File: config.mk
export PLATFORM = sky130hd
export DESIGN_NAME = fuel_dispense_meter_flat
export DESIGN_NICKNAME = d
export VERILOG_FILES = /design/src/rtl/gas_pump_pkg.sv /design/src/rtl/fuel_dispense_meter_if.sv /design/src/rtl/unit_prescaler.sv /design/src/rtl/fuel_dispense_meter.sv /design/src/flat_wrapper.sv
export SDC_FILE = /design/constraint.sdc
export NUM_CORES = 1
export LEC_CHECK = 0
export ABC_AREA = 1
export CORE_ASPECT_RATIO = 1.5
export CORE_UTILIZATION = 52
export DETAILED_ROUTE_END_ITERATION = 8
export DONT_BUFFER_PORTS = 1
export PLACE_DENSITY = 0.68
export SYNTH_ARGS = -nofsm -noshare
export SYNTH_HDL_FRONTEND = slang
export SYNTH_SLANG_ARGS = --single-unit
File: constraint.sdc
create_clock -name clk -period 3.2 [get_ports clk]
set_input_delay 0.64 -clock clk [delete_from_list [all_inputs] [get_ports clk]]
set_output_delay 0.64 -clock clk [all_outputs]
set_load 0.01 [all_outputs]
File: src/rtl/gas_pump_pkg.sv
// Shared definitions for the gas pump slice: meter and pump-controller state encodings
// and the default metering ratio.
package gas_pump_pkg;

    typedef enum logic [1:0] {
        MS_IDLE     = 2'b00,
        MS_DISPENSE = 2'b01,
        MS_DONE     = 2'b10
    } meter_state_e;

    typedef enum logic [1:0] {
        PUMP_S0         = 2'b00,
        PUMP_S1         = 2'b01,
        PUMP_S2_SHUTOFF = 2'b10
    } pump_state_e;

    localparam int unsigned DEFAULT_PULSES_PER_UNIT = 10;

endpackage

File: src/rtl/fuel_dispense_meter_if.sv
// Bundle between the pump controller / display-payment logic and the dispense meter.
// The meter sits on the slave side.
interface fuel_dispense_meter_if #(
    parameter int unsigned VOL_W   = 16,
    parameter int unsigned PRICE_W = 8,
    parameter int unsigned TOTAL_W = 24
) ();
    logic               fuel_out;
    logic [1:0]         pump_state;
    logic [PRICE_W-1:0] price_per_unit;
    logic [VOL_W-1:0]   preset_volume;
    logic               start;
    logic               clear;
    logic [VOL_W-1:0]   volume;
    logic [TOTAL_W-1:0] amount_due;
    logic               dispense_enable;
    logic               txn_done;
    logic [1:0]         meter_state;

    modport master (
        output fuel_out, pump_state, price_per_unit, preset_volume, start, clear,
        input  volume, amount_due, dispense_enable, txn_done, meter_state
    );

    modport slave (
        input  fuel_out, pump_state, price_per_unit, preset_volume, start, clear,
        output volume, amount_due, dispense_enable, txn_done, meter_state
    );
endinterface

File: src/rtl/unit_prescaler.sv
// Mod-PULSES_PER_UNIT counter of fuel_out-high cycles; unit_tick marks the cycle
// that completes a whole volume unit. clr has priority over en.
module unit_prescaler
    import gas_pump_pkg::*;
#(
    parameter int unsigned PULSES_PER_UNIT = DEFAULT_PULSES_PER_UNIT
) (
    input  logic clk,
    input  logic reset_n,
    input  logic en,
    input  logic clr,
    output logic unit_tick
);
    localparam int unsigned CW = $clog2(PULSES_PER_UNIT);

    logic [CW-1:0] cnt_q, cnt_d;
    logic          at_last;

    always_comb begin
        at_last   = (cnt_q == CW'(PULSES_PER_UNIT - 1));
        unit_tick = en && !clr && at_last;
        cnt_d     = cnt_q;
        if (clr) begin
            cnt_d = '0;
        end else if (en) begin
            cnt_d = at_last ? '0 : cnt_q + CW'(1);
        end
    end

    always_ff @(posedge clk) begin
        if (!reset_n) begin
            cnt_q <= '0;
        end else begin
            cnt_q <= cnt_d;
        end
    end
endmodule

File: src/rtl/fuel_dispense_meter.sv
// Dispense meter: converts fuel_out cycles to whole units, accumulates the amount due,
// stops dispensing on shutoff, preset reached or volume saturation.
module fuel_dispense_meter
    import gas_pump_pkg::*;
#(
    parameter int unsigned PULSES_PER_UNIT = DEFAULT_PULSES_PER_UNIT,
    parameter int unsigned VOL_W           = 16,
    parameter int unsigned PRICE_W         = 8,
    parameter int unsigned TOTAL_W         = 24
) (
    input logic                  clk,
    input logic                  reset_n,
    fuel_dispense_meter_if.slave bus
);
    localparam int unsigned SUM_W = TOTAL_W + 1;

    meter_state_e       state_q, state_d;
    logic [VOL_W-1:0]   volume_q, volume_d;
    logic [TOTAL_W-1:0] amount_q, amount_d;
    logic [PRICE_W-1:0] price_q, price_d;
    logic [VOL_W-1:0]   preset_q, preset_d;
    logic               txn_done_q, txn_done_d;

    logic               presc_en, presc_clr, unit_tick;
    logic [VOL_W-1:0]   vol_inc;
    logic [SUM_W-1:0]   amount_sum;
    logic [TOTAL_W-1:0] amount_inc;

    // Partial counts never survive outside DISPENSE, so a new transaction starts from zero.
    assign presc_en  = (state_q == MS_DISPENSE) && bus.fuel_out;
    assign presc_clr = bus.clear || (state_q != MS_DISPENSE);

    unit_prescaler #(
        .PULSES_PER_UNIT(PULSES_PER_UNIT)
    ) u_prescaler (
        .clk       (clk),
        .reset_n   (reset_n),
        .en        (presc_en),
        .clr       (presc_clr),
        .unit_tick (unit_tick)
    );

    always_comb begin
        vol_inc    = volume_q + VOL_W'(1);
        amount_sum = SUM_W'(amount_q) + SUM_W'(price_q);
        amount_inc = amount_sum[TOTAL_W] ? '1 : amount_sum[TOTAL_W-1:0];

        state_d    = state_q;
        volume_d   = volume_q;
        amount_d   = amount_q;
        price_d    = price_q;
        preset_d   = preset_q;

        if (bus.clear) begin
            state_d  = MS_IDLE;
            volume_d = '0;
            amount_d = '0;
        end else begin
            case (state_q)
                MS_IDLE, MS_DONE: begin
                    if (bus.start) begin
                        price_d  = bus.price_per_unit;
                        preset_d = bus.preset_volume;
                        volume_d = '0;
                        amount_d = '0;
                        state_d  = MS_DISPENSE;
                    end
                end
                MS_DISPENSE: begin
                    if (unit_tick) begin
                        volume_d = vol_inc;
                        amount_d = amount_inc;
                    end
                    if (bus.pump_state == PUMP_S2_SHUTOFF) begin
                        state_d = MS_DONE;
                    end else if (unit_tick && (preset_q != '0) && (vol_inc == preset_q)) begin
                        state_d = MS_DONE;
                    end else if (unit_tick && (vol_inc == '1)) begin
                        state_d = MS_DONE;
                    end
                end
                default: begin
                    state_d  = MS_IDLE;
                    volume_d = '0;
                    amount_d = '0;
                end
            endcase
        end

        txn_done_d = (state_d == MS_DONE) && (state_q != MS_DONE);
    end

    always_ff @(posedge clk) begin
        if (!reset_n) begin
            state_q    <= MS_IDLE;
            volume_q   <= '0;
            amount_q   <= '0;
            price_q    <= '0;
            preset_q   <= '0;
            txn_done_q <= 1'b0;
        end else begin
            state_q    <= state_d;
            volume_q   <= volume_d;
            amount_q   <= amount_d;
            price_q    <= price_d;
            preset_q   <= preset_d;
            txn_done_q <= txn_done_d;
        end
    end

    assign bus.volume          = volume_q;
    assign bus.amount_due      = amount_q;
    assign bus.dispense_enable = (state_q == MS_DISPENSE);
    assign bus.txn_done        = txn_done_q;
    assign bus.meter_state     = state_q;
endmodule

File: src/flat_wrapper.sv
// flat-port wrapper written by rule: the top's interface ports become plain ports
module fuel_dispense_meter_flat import gas_pump_pkg::*;
#(
    parameter int unsigned PULSES_PER_UNIT = DEFAULT_PULSES_PER_UNIT,
    parameter int unsigned VOL_W           = 16,
    parameter int unsigned PRICE_W         = 8,
    parameter int unsigned TOTAL_W         = 24
)
  (clk, reset_n, bus_fuel_out, bus_pump_state, bus_price_per_unit, bus_preset_volume, bus_start, bus_clear, bus_volume, bus_amount_due, bus_dispense_enable, bus_txn_done, bus_meter_state);
  fuel_dispense_meter_if #(.VOL_W(VOL_W), .PRICE_W(PRICE_W), .TOTAL_W(TOTAL_W)) bus_i ();
  input logic clk;
  input logic reset_n;
  input wire logic [$bits(bus_i.fuel_out)-1:0] bus_fuel_out;
  input wire logic [$bits(bus_i.pump_state)-1:0] bus_pump_state;
  input wire logic [$bits(bus_i.price_per_unit)-1:0] bus_price_per_unit;
  input wire logic [$bits(bus_i.preset_volume)-1:0] bus_preset_volume;
  input wire logic [$bits(bus_i.start)-1:0] bus_start;
  input wire logic [$bits(bus_i.clear)-1:0] bus_clear;
  output wire logic [$bits(bus_i.volume)-1:0] bus_volume;
  output wire logic [$bits(bus_i.amount_due)-1:0] bus_amount_due;
  output wire logic [$bits(bus_i.dispense_enable)-1:0] bus_dispense_enable;
  output wire logic [$bits(bus_i.txn_done)-1:0] bus_txn_done;
  output wire logic [$bits(bus_i.meter_state)-1:0] bus_meter_state;
  assign bus_i.fuel_out = bus_fuel_out;
  assign bus_i.pump_state = bus_pump_state;
  assign bus_i.price_per_unit = bus_price_per_unit;
  assign bus_i.preset_volume = bus_preset_volume;
  assign bus_i.start = bus_start;
  assign bus_i.clear = bus_clear;
  assign bus_volume = bus_i.volume;
  assign bus_amount_due = bus_i.amount_due;
  assign bus_dispense_enable = bus_i.dispense_enable;
  assign bus_txn_done = bus_i.txn_done;
  assign bus_meter_state = bus_i.meter_state;
  fuel_dispense_meter #(.PULSES_PER_UNIT(PULSES_PER_UNIT), .VOL_W(VOL_W), .PRICE_W(PRICE_W), .TOTAL_W(TOTAL_W)) u_core (.clk(clk), .reset_n(reset_n), .bus(bus_i));
endmodule
==> qor.yml <==
synth.distinct_cells: 41
crit_path_max_incr_delay_ps: 420
regArea_um2: 1421
synth_area_um2: 4394
finalNetCount: 728
fp.dieW_um: 77.06
area_delta_synth_final_pct: 9.112
fmax_mhz: 406.9
grt_pass1_vias: 4273
vias_per_cell: 5.569
power_density_nw_per_um2: 444.4
postSynthAreaPerCell_um2: 6.378
critical_path.max_fanout: 10
drive_above_1_share_pct: 7.091
clock_latency_ps: 340
wl_per_cell_um: 15.18
route.detailed.drc: 0
fp.dieH_um: 114.6
syn-instance-count: 689
crit_type: "register to register"
hold_class: "input pin to register"
ys_seq_area_share_pct: 32.35
num-fill-cells: 825
cp-end-kind: "register"
rsz0062_at_grt: "no"
crit_buf_inv: 2
fin_cells: 796
crit_chain: "ha_1 -> inv_1 -> fa_1 -> o21ai_2 -> a21oi_2 -> o21ai_4 -> nand4_4 -> clkinv_4 -> o21ai_1 -> a21oi_1"
setup_violations: 0
synth_area_leaders: "dfxtp_1 (32%), nand2_1 (17%), a21oi_1 (8.2%)"
ant_nets: 0
hpwl_mm: 8.908
postCtsSetupRepairBufs: 0
stdcell_area_um2: 4795
drt-total-wl_mm: 12.09
outcome: "finished clean"
cts_buffers: 9
leakagePower_nw: 1.893
overflow: 0
p_sw_w: 0.0005067
maxCapViolCount: 0
synth_nets: 731
yosysWarnings: 0
cts.clk_slew.worst_paths_ps: 60
synth_top_cell_by_area: "dfxtp_1"
placed_cell_area_um2: 4484
multi_input_area_um2: 2562
grtUsageTotal_pct: 28.47
grt_start_max_net_pins: 50
p_comb_share_pct: 7.6
start_util_pct: 54.20
setup_tns_ps: 0
dr.first_iter.drc_count: 231
antenna_found_initial: 0
clkSinkCount: 71
cts_resized: 0
ctsHoldBuffers: 0
p_clk_share_pct: 48.7
clk_path_buf_depth: 2
via_count: 4433
tightest_slew_ps: 836.6
portBuffers: 0
fp.coreArea_um2: 8108
cts_tree: "built"
switching_share_pct: 23.78
fin_skew_ps: 3.968
required_ps: 3470
ys_ff_latch: 71
worstSetupStartpointType: "register"
fin_util_pct: 59.14
placed_cells: 780
max-slew-margin-rel_pct: 44.15
pwr-share-seq_pct: 43.7
die_area_um2: 8829
cts_htree_levels: 3
dr.pass1.iters: 5
clock-root-buffer: "clkbuf_16"
intPower_w: 0.001624
layout_min_cycle_time_ps: 2458
netlist.area_leader.share_pct: 32.35
max-vdd-ir-drop_mv: 0.3033
place.gp.congestion: 0.9208
maxSlewViolCount: 0
grt_pass1_wl_mm: 19.66
ios: 75
diodes: 0
slowest_stage: "dfxtp_1"
fp-row-count: 40
finalHoldViolCount: 0
cp_top_family: "compound AO/OA/AOI/OAI gates"
crit_arrival_ps: 2720
finalCritPeriodShare_pct: 76.81
-- final timing paths --
check                                                            from                               endpoint  slack (ps)  cells past startpoint
worst max-delay path            u_core.bus.amount_due[0]$_SDFFE_PP0P_  u_core.bus.amount_due[9]$_SDFFE_PP0P_         740                     10
worst min-delay path                                          reset_n         u_core.price_q[4]$_SDFFE_PN0P_         440                      2
worst max register to register  u_core.bus.amount_due[0]$_SDFFE_PP0P_  u_core.bus.amount_due[9]$_SDFFE_PP0P_         740                     10
worst min register to register         u_core.price_q[7]$_SDFFE_PN0P_         u_core.price_q[7]$_SDFFE_PN0P_         450                      2
-- placed cells by master, fill, tap and decap left out, types with 3 or more instances in the layout --
master / count
nand3b_1: 3
a21o_1: 3
nor2_2: 4
o21ai_1: 13
o21ai_0: 31
nand3_1: 61
xnor2_1: 5
nor2_1: 55
inv_2: 5
buf_4: 4
a21oi_1: 72
nor2_4: 3
dfxtp_1: 71
nand2_1: 195
clkbuf_16: 9
a211oi_2: 5
nor3_1: 11
xor2_1: 5
ha_1: 10
clkbuf_8: 3
nand4_1: 16
inv_1: 83
-- power by group through the flow --
stage                     Clock (W)  Sequential [W]  Combinational, W
after floorplan                   0        0.000944          0.000128
after global placement            0        0.000950          0.000158
after detailed placement          0        0.000950          0.000161
after CTS                   0.00106        0.000931          0.000162
after global routing        0.00109        0.000934          0.000181
final                       0.00104        0.000932          0.000162
-- layer usage --
layer  track usage [%]  vias to the layer above  part of all wire [%]
met1             28.47                     2055                    40
li1                  -                     2255                     -
met5                 0                        -                     0
met4             13.84                        0                   2.8
met2             55.24                      101                    53
met3             5.737                       22                   4.6
-- flip-flops by register name, summed over array words and instances (netlist names) --
name and cells:
u_core.bus.txn_done 1, u_core.bus.meter_state 2, u_core.price_q 8, u_core.bus.volume 16
u_core.bus.amount_due 24, u_core.preset_q 16, u_core.u_prescaler.cnt_q 4
-- synth_stat cells --
master and number:
nand2_1 195, inv_1 83, a21oi_1 72, dfxtp_1 71
nand3_1 62, nor2_1 55, o21ai_0 31, nand4_1 16
o21ai_1 13, clkbuf_1 12, nor3_1 11, ha_1 10
a211oi_2 5, inv_2 5, xnor2_1 5, xor2_1 5
nor2_2 4, a21o_1 3, buf_2 3, nand3b_1 3
nor2_4 3, a21oi_2 2, a31oi_1 2, a21boi_0 1
buf_1 1, buf_4 1, clkbuf_2 1, clkinv_4 1
fa_1 1, nand2_2 1, nand3_2 1, nand4_2 1
nand4_4 1, nor4_4 1, o211ai_1 1, o21ai_2 1
o21ai_4 1, o21bai_2 1, o32ai_1 1, or2_1 1
or2_2 1
-- worst register-to-register path, stage by stage, from the launching register on --
cell      delay [ps]
dfxtp_1          420
ha_1             180
inv_1             60
fa_1             420
o21ai_2          240
a21oi_2          140
o21ai_4          300
nand4_4          250
clkinv_4         160
o21ai_1           70
a21oi_1          150
-- logic make-up (layout without fill, tap and decap cells) --
group	after synthesis	in the layout	share of synthesized area, %
compound gates	134	134	17.20
xor+xnor	10	10	1.993
fa+ha+maj	11	11	3.303
buf+inv	107	109	9.453
flops	71	71	32.35
simple gates	356	356	35.71
-- through the flow --
step | power (W) | worst slack, ps | hold slack (ps)
floorplan | 0.001072 | 1071 | 426.8
global placement | 0.001107 | 848.4 | 437.1
detailed placement | 0.001111 | 748.1 | 440.1
CTS | 0.002151 | 728.0 | 430.0
global route | 0.002207 | 526.1 | 436.4
finish | 0.002131 | 742.2 | 437.8
-- area by class of cell --
class,count,area share (%)
multi-input cells,511,53.44
flip-flops and latches,71,29.65
clock inverters,3,0.8351
inverters,89,7.072
repair buffers,4,0.6263
well taps,105,2.740
clock buffers,13,5.637
Note: power is estimated with default switching activity, not from simulation.
